<file path="config.mk">
export PLATFORM = sky130hd
export DESIGN_NAME = cram_port_arbiter
export DESIGN_NICKNAME = d
export VERILOG_FILES = /design/src/rtl/cram_pkg.sv /design/src/rtl/cram_rr_pick.sv /design/src/rtl/cram_port_arbiter.sv
export SDC_FILE = /design/constraint.sdc
export NUM_CORES = 1
export LEC_CHECK = 0
export CORE_MARGIN = 3
export CORE_UTILIZATION = 25
export CTS_CLUSTER_SIZE = 40
export DETAILED_ROUTE_END_ITERATION = 12
export GPL_TIMING_DRIVEN = 0
export PLACE_DENSITY = 0.58
export SYNTH_ARGS = -nofsm -noshare
export SYNTH_HDL_FRONTEND = slang
export SYNTH_SLANG_ARGS = --single-unit
</file>
<file path="constraint.sdc">
create_clock -name iClock -period 1.6 [get_ports iClock]
set_clock_uncertainty 0.05 [all_clocks]
set_input_delay 0.24 -clock iClock [delete_from_list [all_inputs] [get_ports iClock]]
set_output_delay 0.24 -clock iClock [all_outputs]
set_load 0.01 [all_outputs]
</file>
<file path="src/rtl/cram_pkg.sv">
// Shared CellularRAM definitions: bus widths, controller op codes, state encodings and
// the request bundle used by the port arbiter.
package cram_pkg;

    localparam int ADDR_W = 23;
    localparam int DATA_W = 16;

    typedef logic [2:0] ramOp_t;

    localparam ramOp_t OP_NULL        = 3'd0;
    localparam ramOp_t OP_ASYNC_READ  = 3'd3;
    localparam ramOp_t OP_ASYNC_WRITE = 3'd4;

    // Encodings for the async controller itself, kept here so both blocks share one source.
    typedef enum logic [2:0] {
        CTRL_IDLE,
        CTRL_CONFIG,
        CTRL_READ,
        CTRL_WRITE,
        CTRL_RECOVER
    } ctrlState_t;

    typedef enum logic [2:0] {
        ARB_IDLE,
        ARB_ISSUE,
        ARB_WAIT_BUSY,
        ARB_WAIT_DONE,
        ARB_RESP
    } arbState_t;

    typedef struct packed {
        logic              we;
        logic [ADDR_W-1:0] addr;
        logic [DATA_W-1:0] data;
    } portReq_t;

    function automatic ramOp_t opFor(input logic we);
        return we ? OP_ASYNC_WRITE : OP_ASYNC_READ;
    endfunction

endpackage

</file>
<file path="src/rtl/cram_rr_pick.sv">
// Two-way round-robin picker: a lone requester wins, on a tie the port not served last wins.
module cram_rr_pick (
    input  logic [1:0] iReq,
    input  logic       iLast,
    output logic [1:0] oGrant
);

    // NOTE: every output of a combinational block gets a default first, so no path can infer a latch.
    always_comb begin
        oGrant = 2'b00;
        case (iReq)
            2'b01:   oGrant = 2'b01;
            2'b10:   oGrant = 2'b10;
            2'b11:   oGrant = iLast ? 2'b01 : 2'b10;
            default: oGrant = 2'b00;
        endcase
    end

endmodule

</file>
<file path="src/rtl/cram_port_arbiter.sv">
// Arbitrates two masters onto the CellularRAM async controller: one op per grant, tracks the
// Ready handshake (with timeout) and returns read data plus a one-cycle ack to the winner.
module cram_port_arbiter
    import cram_pkg::*;
#(
    parameter int TIMEOUT_CYCLES = 64
) (
    input  logic              iClock,
    input  logic              iReset,
    input  logic              iReq0,
    input  logic              iReq1,
    input  logic              iWe0,
    input  logic              iWe1,
    input  logic [ADDR_W-1:0] iAddr0,
    input  logic [ADDR_W-1:0] iAddr1,
    input  logic [DATA_W-1:0] iData0,
    input  logic [DATA_W-1:0] iData1,
    output logic              oAck0,
    output logic              oAck1,
    output logic              oErr0,
    output logic              oErr1,
    output logic [DATA_W-1:0] oData0,
    output logic [DATA_W-1:0] oData1,
    output logic [2:0]        oOP,
    output logic [ADDR_W-1:0] oAddr,
    output logic [DATA_W-1:0] oData,
    input  logic              iReady,
    input  logic [DATA_W-1:0] iRamData,
    output logic              oBusy
);

    localparam int TIMER_W = $clog2(TIMEOUT_CYCLES) + 1;

    arbState_t          state;
    arbState_t          stateNext;
    logic               lastServed;
    logic               winner;
    logic               opWe;
    logic               timedOut;
    logic               abortNow;
    logic               timerExpired;
    logic               readDone;
    logic [TIMER_W-1:0] timer;
    logic [1:0]         grant;
    portReq_t           req0;
    portReq_t           req1;
    portReq_t           picked;

    cram_rr_pick uPick (
        .iReq   ({iReq1, iReq0}),
        .iLast  (lastServed),
        .oGrant (grant)
    );

    assign req0   = '{we: iWe0, addr: iAddr0, data: iData0};
    assign req1   = '{we: iWe1, addr: iAddr1, data: iData1};
    assign picked = grant[1] ? req1 : req0;

    // The timer holds the number of wait cycles already completed, so this is the last one allowed.
    assign timerExpired = (timer >= TIMER_W'(TIMEOUT_CYCLES - 1));
    assign readDone     = (state == ARB_WAIT_DONE) && iReady && !opWe;

    always_comb begin
        stateNext = state;
        abortNow  = 1'b0;
        case (state)
            ARB_IDLE: begin
                if (iReady && (grant != 2'b00)) stateNext = ARB_ISSUE;
            end
            ARB_ISSUE: stateNext = ARB_WAIT_BUSY;
            ARB_WAIT_BUSY: begin
                if (timerExpired) begin
                    stateNext = ARB_RESP;
                    abortNow  = 1'b1;
                end else if (!iReady) begin
                    stateNext = ARB_WAIT_DONE;
                end
            end
            ARB_WAIT_DONE: begin
                // A completion seen on the final allowed cycle still counts as success.
                if (iReady) begin
                    stateNext = ARB_RESP;
                end else if (timerExpired) begin
                    stateNext = ARB_RESP;
                    abortNow  = 1'b1;
                end
            end
            ARB_RESP: stateNext = ARB_IDLE;
            default:  stateNext = ARB_IDLE;
        endcase
    end

    // NOTE: all state is updated with non-blocking assignments so every register samples pre-edge values.
    always_ff @(posedge iClock) begin
        if (iReset) begin
            state      <= ARB_IDLE;
            lastServed <= 1'b1;
            winner     <= 1'b0;
            opWe       <= 1'b0;
            oAddr      <= '0;
            oData      <= '0;
            timer      <= '0;
            timedOut   <= 1'b0;
            oData0     <= '0;
            oData1     <= '0;
        end else begin
            state <= stateNext;
            case (state)
                ARB_IDLE: begin
                    if (stateNext == ARB_ISSUE) begin
                        winner     <= grant[1];
                        lastServed <= grant[1];
                        opWe       <= picked.we;
                        oAddr      <= picked.addr;
                        oData      <= picked.data;
                    end
                end
                ARB_ISSUE: timer <= '0;
                ARB_WAIT_BUSY, ARB_WAIT_DONE: begin
                    timer <= timer + 1'b1;
                    if (abortNow) timedOut <= 1'b1;
                    if (readDone) begin
                        if (winner) oData1 <= iRamData;
                        else        oData0 <= iRamData;
                    end
                end
                ARB_RESP: timedOut <= 1'b0;
                default: ;
            endcase
        end
    end

    assign oOP   = (state == ARB_ISSUE) ? opFor(opWe) : OP_NULL;
    assign oAck0 = (state == ARB_RESP) && !winner;
    assign oAck1 = (state == ARB_RESP) && winner;
    assign oErr0 = oAck0 && timedOut;
    assign oErr1 = oAck1 && timedOut;
    assign oBusy = (state != ARB_IDLE);

endmodule

</file>
==> results <==
- The flow ran to the end, but the final reports show violations.
- The final reports fail on negative setup slack.
- Along the worst path, the maximum fanout reaches 6.
- The clock slew at the register clock pins of the worst setup and hold paths is 70 ps.
- The largest single stage delay on the critical path is 370 ps.
- For this design the top-level I/O count stands at 180.
- Counting along the longest clock path gives a buffer depth of 2.
- The number of vias after detailed routing is between 4000 and 5000.
- The post-cts hold buffer count is 0.
- The worst path arrival time is 1370 ps.
- The most used flip-flop cell after synthesis is dfxtp_1.
- In this run the clock root is driven by a clkbuf_16.
- The final max-slew violation count is 0.
- The critical path class is flip-flop to primary output.
- The final non-filler cell area is roughly 6800 sq um.
- The starting DRC count in detailed routing is approximately 190.
- In the finished design, the share of the clock period the worst path needs comes to 104%.
- The initial antenna violation count came to 0.
- Cells fill 45.7% of the core in the end.
- The number of cells after detailed placement is 806.
- Setup repair after global routing could not meet its margin everywhere.
- Entering global routing, the biggest net connects 16 pins.
- The share of flip-flops with an asynchronous set or reset is 0%.
- The synthesized instance count is 444.
- The layer carrying the most global-route usage is met2.
- Global routing consumed, on the met3 layer, 6.88% of the routing resources.
- The placement-stage cell area is around 5900 sq um.
- The average via count per standard cell is approximately 4.8.
- Yosys attributes the largest share of cell area to dfxtp_1, a311oi_1, mux2i_1.
- The total of endpoints with negative setup slack in the final report is 4.
- The total power draw is 5.75 mW.
- The number of buffers added on ports is 178.
- The transition time at the pin with the least slew margin is between 600 and 700 ps.
- The number of hold-slack violations in the final timing report was 0.
- In the final layout, the share of cells above drive strength 1 is around 18%.
- The signed area change from the synthesized netlist to the final layout is 75.7%.
- The signal on the critical path passes through buf_8 > nor4b_4 > buf_4 > buf_6.
- The tightest slew margin relative to the limit is 58.0%.
- The start point of the critical path is state[2].
- The number of global-route vias before repair is 4188.
- The startpoint of the worst register-to-register path is state[1].
- The effective utilization at floorplan is between 20% and 30%.
- The post-synthesis average cell area is between 8 and 9 sq um.
- The portion of synthesized cell area occupied by the leading cell type is roughly 44%.
- The critical path capture point type is a primary output.
- The final worst-path setup slack is -58.4 ps.
- The global-route met2 utilization is 26.1%.
- Summed over all instances, the cell type with the most area after synthesis is dfxtp_1.
- The library cell with the highest instance count after synthesis is nand2_1.
- The slowest cell on the critical path is dfxtp_4.
- The weighted congestion reported at the end of routability-driven placement is 0.811.
- The share of the yosys chip area belonging to registers is 44.1%.
- The aggregate negative setup slack is -124 ps.
- The global-route met1 utilization is 20.5%.
- The pre-antenna-repair detailed-routing pass consisted of 4 iterations.
- TritonCTS built the clock tree.
- The height of the chip is 130 um.
- The analysis attributes to cell leakage a power of 2.64 nW.
- 0 antenna diodes ended up in the layout.
- The number of distinct library cell variants in the gate-level netlist after synthesis is 40.
- The total detailed-routing wirelength is 14600 um.
- After detailed routing, the number of remaining DRC violations is 0.
- The overall routing resource usage is 16.5%.
- The final layout contains 757 nets.
- The setup slack at placement is -817 ps.
- The count of nets left with antenna violations once routing finished came out at 0.
- The required time of the critical path is 1310 ps.
- Final hold analysis gives a worst-case slack of 293 ps.
- The source-to-sink clock delay at the later pin of the worst-skew pair is 350 ps.
- When the netlist entered floorplanning its net count stood at 546.
- In this run the worst hold path is classified as input port to flip-flop.
- The die is around 130 um wide.
- The worst hold path begins at iReady.
- The clock net in this run drives a total of 85 sinks.
- Dividing total power by cell area gives a power density of about 850 nW/um^2.
- Ranked by instance count, the synthesized netlist is headed by nand2_1, dfxtp_1, nand2b_1.
- The first-pass GRT wire length is 21800 um.
- The maximum frequency from static timing analysis is just over 0.6 GHz.
- Excluding fillers, the count of instances in the completed layout stands at roughly 840.
- The tool flagged a number of max-cap violations equal to 0.
- The half-perimeter wire length after detailed placement is 10400 um.
- The post-synthesis instance area is between 3000 and 4000 sq um.
- The clock tree synthesis step divided the H-tree into 3 levels.
- The area enclosed by the die boundary is 16900 sq um.
- The number of enable-type register cells in the synthesized netlist is 0.
- The worst path in the final design needs a cycle of around 1700 ps, including I/O delays and setup.
- The count of standard-cell rows is 44.
- TritonCTS created 9 clock buffers.
- After global routing the overflow that remains totals 0.
- The worst setup path is launched from a flip-flop.
- The worst vdd rail ir drop is 609 uV.
- The area of the core is between 10000 and 15000 sq um.
- The total of warnings raised by yosys is 0.
- The count of state elements after synthesis is 85.
- The average wire length per cell after detail routing is 17.3 um.
## registers in the layout, summed over array words and instances (netlist names), 3 cells and up
| signal | flops |
|---|---|
| timer | 7 |
| state | 3 |
| oAddr | 23 |
| oData | 16 |
| oData1 | 16 |
| oData0 | 16 |
## kinds of logic (layout without fill, tap and decap cells)
group / count (synthesis) / after routing / share of synthesized area [%]
buffers and inverters: 44 / 260 / 5.03
adder cells (fa/ha/maj): 1 / 1 / 0.325
multiplexers: 34 / 34 / 8.83
AO/OA/AOI/OAI: 108 / 108 / 18.8
AND/OR/NAND/NOR: 172 / 172 / 22.8
flip-flops: 85 / 85 / 44.1
## placed cells by master (no fill, tap or decap), types with 6 or more instances in the layout
master	instances
a311oi_1	26
o21ai_0	7
clkbuf_1	10
mux2i_1	32
nor2_1	10
buf_4	17
nand2_1	86
a21oi_1	45
clkdlybuf4s50_1	164
buf_6	7
clkbuf_16	17
a311oi_2	14
nand2b_1	49
buf_2	8
dlymetal6s2s_1	6
dfxtp_1	79
clkbuf_2	8
## worst max-delay path, delay by kind of cell (launching register included)
family	cells	cell delay [ps]
buffers and inverters	3	370
AND/OR/NAND/NOR	1	270
flip-flops	1	370
## per-layer routing
| metal | share of wire, % | wire [um] |
|---|---|---|
| met5 | 0 | 0 |
| met4 | 1.8 | 256 |
| met3 | 9.9 | 1450 |
| met2 | 46 | 6790 |
| met1 | 42 | 6140 |
## what timing repair did
action / CTS / global route
gates resized for setup: 82 / 77
pin swaps: 5 / 13
gates cloned: 0 / 7
buffers inserted: 9 / 9
setup endpoints to repair: 75 / 70
## cell type report
cell class,instances,area (sq um)
multi-input combinational,315,2120
clock inverter,7,51.3
buffer,37,318
tap,184,230
inverter,4,15.0
timing repair buffer,203,2090
clock buffer,9,225
sequential,85,1720
fill,1389,8040
## where the power goes
group          internal (mW)  leakage (nW)  switching (mW)
Sequential              2.24         0.697          0.0868
Clock                   1.06         0.132           0.931
Combinational          0.822          1.81           0.620
Total                   4.12          2.64            1.64
## final timing paths
check | end | slack [ps] | depth (start not counted)
worst min-delay path | state[0] | 290 | 4
worst max-delay path | oOP[1] | -60 | 4
worst max register to register | oAddr[14] | 0 | 7
worst min register to register | oData1[8] | 430 | 2
(Power assumes the default switching activity.)
